<file path="config.mk">
export PLATFORM = sky130hd
export DESIGN_NAME = axi4_lite_master
export DESIGN_NICKNAME = d
export VERILOG_FILES = /design/src/rtl/axi4_lite_master.sv
export SDC_FILE = /design/constraint.sdc
export NUM_CORES = 1
export LEC_CHECK = 0
export ABC_AREA = 0
export CORE_MARGIN = 2
export CORE_UTILIZATION = 44
export DETAILED_ROUTE_END_ITERATION = 10
export PLACE_DENSITY = 0.8
export SLEW_MARGIN = 20
export SYNTH_ARGS = -nofsm -noshare
export SYNTH_HDL_FRONTEND = slang
export SYNTH_SLANG_ARGS = --single-unit
</file>
<file path="constraint.sdc">
create_clock -name ACLK -period 2.3 [get_ports ACLK]
set_input_delay 0.46 -clock ACLK [delete_from_list [all_inputs] [get_ports ACLK]]
set_output_delay 0.46 -clock ACLK [all_outputs]
set_load 0.02 [all_outputs]
</file>
<file path="src/rtl/axi4_lite_master.sv">
// Single-outstanding AXI4-Lite initiator.
// Turns one-word read/write commands into AXI4-Lite handshakes and returns
// the result together with the cycle count from accept to B/R handshake.
// Every output is driven from a register, so no input reaches an output
// within the same cycle.
module axi4_lite_master #(
    parameter int         data_width = 32,
    parameter int         addr_width = 5,
    parameter int         strb_width = data_width / 8,
    parameter logic [2:0] prot_value = 3'b000,
    parameter int         cnt_width  = 16
) (
    input  logic                  ACLK,
    input  logic                  ARESET,
    // command port
    input  logic                  cmd_valid,
    output logic                  cmd_ready,
    input  logic                  cmd_write,
    input  logic [addr_width-1:0] cmd_addr,
    input  logic [data_width-1:0] cmd_wdata,
    input  logic [strb_width-1:0] cmd_wstrb,
    // response port
    output logic                  rsp_valid,
    input  logic                  rsp_ready,
    output logic                  rsp_write,
    output logic [data_width-1:0] rsp_rdata,
    output logic [1:0]            rsp_resp,
    output logic [cnt_width-1:0]  rsp_cycles,
    // write address channel
    output logic                  AWVALID,
    input  logic                  AWREADY,
    output logic [addr_width-1:0] AWADDR,
    output logic [2:0]            AWPROT,
    // write data channel
    output logic                  WVALID,
    input  logic                  WREADY,
    output logic [data_width-1:0] WDATA,
    output logic [strb_width-1:0] WSTRB,
    // write response channel
    input  logic                  BVALID,
    output logic                  BREADY,
    input  logic [1:0]            BRESP,
    // read address channel
    output logic                  ARVALID,
    input  logic                  ARREADY,
    output logic [addr_width-1:0] ARADDR,
    output logic [2:0]            ARPROT,
    // read data channel
    input  logic                  RVALID,
    output logic                  RREADY,
    input  logic [data_width-1:0] RDATA,
    input  logic [1:0]            RRESP
);

    localparam logic [2:0] S_IDLE  = 3'd0;
    localparam logic [2:0] S_WRITE = 3'd1;
    localparam logic [2:0] S_WRESP = 3'd2;
    localparam logic [2:0] S_READ  = 3'd3;
    localparam logic [2:0] S_RDATA = 3'd4;
    localparam logic [2:0] S_RSP   = 3'd5;

    logic [2:0]           state;
    logic                 aw_done;
    logic                 w_done;
    logic [cnt_width-1:0] cnt;

    // Latency counter step that sticks at all-ones instead of wrapping.
    function automatic logic [cnt_width-1:0] sat_inc(input logic [cnt_width-1:0] v);
        return (&v) ? v : v + 1'b1;
    endfunction

    assign AWPROT = prot_value;
    assign ARPROT = prot_value;

    // Transaction sequencer: owns state, every handshake output and the response registers.
    always_ff @(posedge ACLK) begin
        if (ARESET) begin
            state      <= S_IDLE;
            cmd_ready  <= 1'b1;
            rsp_valid  <= 1'b0;
            rsp_write  <= 1'b0;
            rsp_rdata  <= '0;
            rsp_resp   <= 2'b00;
            rsp_cycles <= '0;
            AWVALID    <= 1'b0;
            AWADDR     <= '0;
            WVALID     <= 1'b0;
            WDATA      <= '0;
            WSTRB      <= '0;
            BREADY     <= 1'b0;
            ARVALID    <= 1'b0;
            ARADDR     <= '0;
            RREADY     <= 1'b0;
            aw_done    <= 1'b0;
            w_done     <= 1'b0;
            cnt        <= '0;
        end else begin
            case (state)
                S_IDLE: begin
                    if (cmd_valid) begin
                        cmd_ready <= 1'b0;
                        cnt       <= '0;
                        AWADDR    <= cmd_addr;
                        ARADDR    <= cmd_addr;
                        WDATA     <= cmd_wdata;
                        WSTRB     <= cmd_wstrb;
                        if (cmd_write) begin
                            state   <= S_WRITE;
                            AWVALID <= 1'b1;
                            WVALID  <= 1'b1;
                            aw_done <= 1'b0;
                            w_done  <= 1'b0;
                        end else begin
                            state   <= S_READ;
                            ARVALID <= 1'b1;
                        end
                    end
                end
                S_WRITE: begin
                    cnt <= sat_inc(cnt);
                    // AW and W retire independently, in either order or together
                    if (AWVALID && AWREADY) begin
                        AWVALID <= 1'b0;
                        aw_done <= 1'b1;
                    end
                    if (WVALID && WREADY) begin
                        WVALID <= 1'b0;
                        w_done <= 1'b1;
                    end
                    if ((aw_done || (AWVALID && AWREADY)) && (w_done || (WVALID && WREADY))) begin
                        state  <= S_WRESP;
                        BREADY <= 1'b1;
                    end
                end
                S_WRESP: begin
                    cnt <= sat_inc(cnt);
                    if (BVALID) begin
                        BREADY     <= 1'b0;
                        rsp_valid  <= 1'b1;
                        rsp_write  <= 1'b1;
                        rsp_rdata  <= '0;
                        rsp_resp   <= BRESP;
                        rsp_cycles <= sat_inc(cnt);
                        state      <= S_RSP;
                    end
                end
                S_READ: begin
                    cnt <= sat_inc(cnt);
                    if (ARREADY) begin
                        ARVALID <= 1'b0;
                        RREADY  <= 1'b1;
                        state   <= S_RDATA;
                    end
                end
                S_RDATA: begin
                    cnt <= sat_inc(cnt);
                    if (RVALID) begin
                        RREADY     <= 1'b0;
                        rsp_valid  <= 1'b1;
                        rsp_write  <= 1'b0;
                        rsp_rdata  <= RDATA;
                        rsp_resp   <= RRESP;
                        rsp_cycles <= sat_inc(cnt);
                        state      <= S_RSP;
                    end
                end
                S_RSP: begin
                    if (rsp_ready) begin
                        rsp_valid <= 1'b0;
                        cmd_ready <= 1'b1;
                        state     <= S_IDLE;
                    end
                end
                default: begin
                    state     <= S_IDLE;
                    cmd_ready <= 1'b1;
                end
            endcase
        end
    end

endmodule

</file>
# Yosys cells after proc, flatten, opt, wreduce, memory -nomap -nowiden
# Index checks and enable logic that the tools add are counted.
[word_totals]
input_bits = 87
regBits = 120
romBits = 0
ramBits = 0
latchBits = 0
n_memories = 0
elab_cells = 111
out_inout_bits = 110
[classes]
n_shift = 0
n_eq_ne = 15
bitwise = 1
div = 0
order_cmp = 0
muxes = 50
n_addsub = 1
n_reduce_logical = 26
multipliers = 0
[op_table]
columns = ["operator", "count"]
rows = [
  ["two-way mux 16 bit", 4],
  ["two-way mux 32 bit", 2],
  ["one-hot mux 16 bit (2 select lines)", 2],
  ["one-hot mux 32 bit (2 select lines)", 1],
  ["two-way mux 1 bit", 20],
  ["!= test 2 bit (second input constant)", 10],
  ["two-way mux 3 bit", 6],
  ["one-hot mux 3 bit (6 select lines)", 1],
  ["adder 16 x 1 -> 16 bit (second input constant)", 1],
  ["one-hot mux 1 bit (2 select lines)", 8],
  ["AND reduction 16 bit", 1],
  ["AND reduction 4 bit", 4],
  ["AND reduction 3 bit", 4],
  ["nonzero test 2 bit", 6],
  ["equality test 3 x 2 -> 1 bit (second input constant)", 2],
  ["equality test 3 bit (second input constant)", 2],
  ["two-way mux 2 bit", 3],
  ["one-hot mux 1 bit (3 select lines)", 2],
  ["AND reduction 6 bit", 1],
  ["one-hot mux 2 bit (2 select lines)", 1],
  ["AND reduction 2 bit", 2],
  ["OR reduction 4 bit", 1],
  ["equality test 3 x 1 -> 1 bit (second input constant)", 1],
  ["logical AND 1 bit", 3],
  ["4 further kinds", 5],
]

# Logic depth before layout (Yosys ltp)
[depth]
ltp_word = 5
ltp_mapped = 7
ltp_nobuf = 5

# Worst setup path before layout
# OpenSTA, ideal clock, no wires.
[synth_timing]
path_kind = "register to register"
from = "register cnt[0]"
to = "register cnt[2]"
arrival_ps = 1629
setup_slack_ps = 568
required_ps = 2197
setup_time_ps = 103
period_less_slack_ps = 1732
n_path_buf = 1
stages_incl_launch_ff = 7
cell_sequence = "dfxtp_1 > ha_1 > and3_1 > buf_2 > nand4_4 > and3_4 > a2111oi_2"
[synth_via]
elab_chain_len = 3
[synth_rtl]
columns = ["element", "line", "rtl"]
rows = [
  ["start: declaration", "65", "logic [cnt_width-1:0] cnt;"],
  ["start signal: assignment", "120", "cnt <= sat_inc(cnt);"],
  ["start signal: assignment", "136", "cnt <= sat_inc(cnt);"],
  ["start signal: assignment", "148", "cnt <= sat_inc(cnt);"],
  ["adder 16 x 1 -> 16 bit or AND reduction 16 bit (tied branches)", "69", "return (&v) ? v : v + 1'b1;"],
  ["two-way mux 16 bit *", "n/a", ""],
  ["one-hot mux 16 bit (2 select lines) *", "98", "case (state)"],
]
# Mark *: on every way between the ends. The rest lies on a longest branch, timed or not.
# A chain may end at the register's enable or synchronous reset.

# Worst setup path after layout
[layout_timing]
from = "register cnt[1]"
to = "register cnt[0]"
[layout_via]
elab_chain_len = 3
[layout_rtl]
columns = ["element", "line"]
rows = [
  ["AND reduction 16 bit", "69"],
  ["two-way mux 16 bit", "n/a"],
  ["one-hot mux 16 bit (2 select lines)", "n/a"],
]
# No other way between the ends.

==> impl_metrics.env <==
export IMPL_seq_area_frac_synth=0.4640
export IMPL_final_common_cell="clkdlybuf4s50_1"
export IMPL_ys_warn_count=0
export IMPL_drv_slew=0
export IMPL_wire_per_inst_um=16.96
export IMPL_cp_depth=5
export IMPL_first_pass_iters=5
export IMPL_grt_usage=0.2438
export IMPL_avgSynthCellArea_um2=8.658
export IMPL_r2r_end="cnt[0]"
export IMPL_numPortBuffers=190
export IMPL_synth_edf_count=0
export IMPL_coreArea_mm2=0.01147
export IMPL_syn_area_mm2=0.005177
export IMPL_multiInputGateArea_mm2=0.002395
export IMPL_antenna_left=0
export IMPL_htreeDepth=4
export IMPL_status="finished clean"
export IMPL_fillers=909
export IMPL_setup_viol=0
export IMPL_crit_fanout=6
export IMPL_timing_rr_start="cnt[1]"
export IMPL_synth_top_area_frac=0.4640
export IMPL_gp_congestion=0.9402
export IMPL_synth_distinct_cells=61
export IMPL_worstPathRequired_ps=2620
export IMPL_clkTransAtPathRegs_ps=50
export IMPL_cap_viol_max_count=0
export IMPL_vias=5193
export IMPL_slowest_delay_ps=480
export IMPL_initial_core_util=0.4515
export IMPL_power_density_mw_per_mm2=1010
export IMPL_ff2ff_path_depth=5
export IMPL_p_leak_nw=2.768
export IMPL_fin_util=0.6691
export IMPL_overflow=0
export IMPL_synth_area_leader_cell="dfxtp_1"
export IMPL_grt_met1_usage=0.2875
export IMPL_antenna_found_initial=0
export IMPL_use_met2=0.4173
export IMPL_max_freq_ghz=0.4907
export IMPL_grt_setup_unrepaired="no"
export IMPL_cts_buffer_depth=2
export IMPL_layout_common_cells="clkdlybuf4s50_1, dfxtp_1, nand2_1"
export IMPL_seq_area_mm2=0.002402
export IMPL_timing_final_ws_setup_ps=262.1
export IMPL_wl_mm=15.72
export IMPL_cp_endpoint="cnt[0]"
export IMPL_hpwl_mm=11.01
export IMPL_critPathCaptureType="flop"
export IMPL_grt_pass1_wl_mm=25.03
export IMPL_cts_sinks=120
export IMPL_irDropWorstVdd_mv=0.6483
export IMPL_worst_pin_slew_ps=721.2
export IMPL_place_ws_ps=110.8
export IMPL_setup_tns_ps=0
export IMPL_slew_headroom=0.5174
export IMPL_met3_usage=0.07721
export IMPL_rows=39
export IMPL_drive_gt1_frac=0.08673
export IMPL_min_period_ps=2038
export IMPL_path_cells="ha_1 -> nand3_1 -> nor2_1 -> nand4_1 -> a311oi_1"
export IMPL_finalPower_mw=7.747
export IMPL_ys_dominant_reg_cell="dfxtp_1"
export IMPL_synth_area_leaders="dfxtp_1, nand2_1, a21oi_1, a22oi_1, nor2_1"
export IMPL_ctsHoldBuffers=0
export IMPL_hold_viol_final=0
export IMPL_r2r_setup_slack_ps=260
export IMPL_grt_pass1_vias=5075
export IMPL_hold_path_class="reg -> reg"
export IMPL_cp_start_kind="flop"
export IMPL_crit_type="reg -> reg"
export IMPL_cp_startpoint="cnt[1]"
export IMPL_die_y_um=112.5
export IMPL_die_area_mm2=0.01265
export IMPL_slowest_stage="nor2_1"
export IMPL_ctsResizeCount=0
export IMPL_die_width_um=112.5
export IMPL_cts_tree="yes"
export IMPL_syn_to_final_growth_pct=48.19
export IMPL_worst_path_buf_inv=0
export IMPL_drc=0
export IMPL_arrival_ps=2360
export IMPL_grt_max_degree=59
export IMPL_post_drt_via_cell_ratio=5.602
export IMPL_clk_latency_ps=410
export IMPL_min_period_over_period=0.8860
export IMPL_final_nets=860
export IMPL_async_flop_share=0
export IMPL_n_antenna_cell=0
export IMPL_cts_buffers=17
export IMPL_postSynthRegisterBits=120
export IMPL_critPathTopFamily="simple AND/OR/NAND/NOR gates"
export IMPL_clock_root_buffer="clkbuf_16"
export IMPL_skew_ps=9.936
export IMPL_post_cts_setup_buffers=0
export IMPL_drtIter0Drc=351
export IMPL_synthCells=598
export IMPL_busiest_layer="met2"
export IMPL_io_pins=197
-- cells by family (layout without fill, tap and decap cells) --
| group | after synthesis | count (layout) | synth area share |
|---|---|---|---|
| AND/OR/NAND/NOR | 216 | 216 | 0.2088 |
| AO/OA/AOI/OAI | 185 | 185 | 0.2378 |
| flip-flops | 120 | 120 | 0.4640 |
| buffers and inverters | 70 | 251 | 0.07709 |
| multiplexers | 3 | 3 | 0.005800 |
| XOR/XNOR | 2 | 2 | 0.003384 |
| adder cells (fa/ha/maj) | 1 | 1 | 0.002416 |
| other | 1 | 6 | 0.0007243 |
-- per-stage QoR --
stage	cell area, um2	cells	hold slack (ps)
after detailed placement	7083	896	446.4
after global placement	7083	896	440.8
after global routing	7672	927	477.7
after floorplan	5196	603	454.5
after CTS	7672	927	453.9
final	7672	927	452.2
-- sequential cells by signal, summed over array words and instances (netlist names) --
register / count
ARVALID: 1
BREADY: 1
rsp_valid: 1
WVALID: 1
rsp_rdata: 32
state: 3
aw_done: 1
RREADY: 1
cmd_ready: 1
rsp_cycles: 16
rsp_resp: 2
cnt: 16
AWVALID: 1
w_done: 1
ARADDR: 5
WSTRB: 4
rsp_write: 1
WDATA: 32
-- worst min path at each step --
stage / to / depth (start not counted) / slack [ps] / startpoint
2_1_floorplan: aw_done / 2 / 450 / aw_done
3_3_place_gp: WDATA[23] / 2 / 440 / WDATA[23]
3_5_place_dp: WSTRB[1] / 2 / 450 / WSTRB[1]
4_1_cts: WSTRB[1] / 2 / 450 / WSTRB[1]
5_1_grt: WDATA[22] / 2 / 480 / WDATA[22]
6_report: WDATA[12] / 2 / 450 / WDATA[12]
-- routing by layer --
metal,routed length [um],vias to the layer above
met1,6398,2383
li1,-,2508
met4,342,0
met5,0,-
met2,7568,272
met3,1414,30
-- final cells by class --
type	instances	area share
clock inverters	11	0.01598
well taps	143	0.02332
clock buffers	20	0.06083
flip-flops and latches	120	0.3131
inverters	8	0.003914
multi-input cells	413	0.3121
repair buffers	212	0.2707
-- worst min-delay path, cell delays in order, from the launching register on --
cell and delay (ps):
dfxtp_1 300, nand2_1 50, a21oi_1 50
-- cell usage after synthesis, types with 3 or more instances --
| master | number |
|---|---|
| a211oi_1 | 7 |
| a21oi_1 | 65 |
| a22oi_1 | 32 |
| a311oi_1 | 9 |
| a31oi_1 | 11 |
| a32oi_1 | 4 |
| a41o_1 | 3 |
| a41oi_1 | 4 |
| and3_1 | 3 |
| and4_1 | 6 |
| buf_2 | 16 |
| buf_4 | 15 |
| buf_6 | 8 |
| clkbuf_1 | 23 |
| dfxtp_1 | 120 |
| inv_1 | 8 |
| mux2i_1 | 3 |
| nand2_1 | 98 |
| nand2b_1 | 3 |
| nand3_1 | 13 |
| nand4_1 | 10 |
| nor2_1 | 52 |
| nor3_1 | 6 |
| nor4_1 | 5 |
| o211a_1 | 3 |
| o211ai_1 | 3 |
| o21ai_0 | 18 |
| o31ai_1 | 7 |
-- report_power, final --
group	total, mW	switching [mW]	internal, mW
clock network	2.62	0.948	1.67
registers	2.59	0.217	2.37
logic	2.54	1.47	1.07
Power figures use the tool's default switching activity.
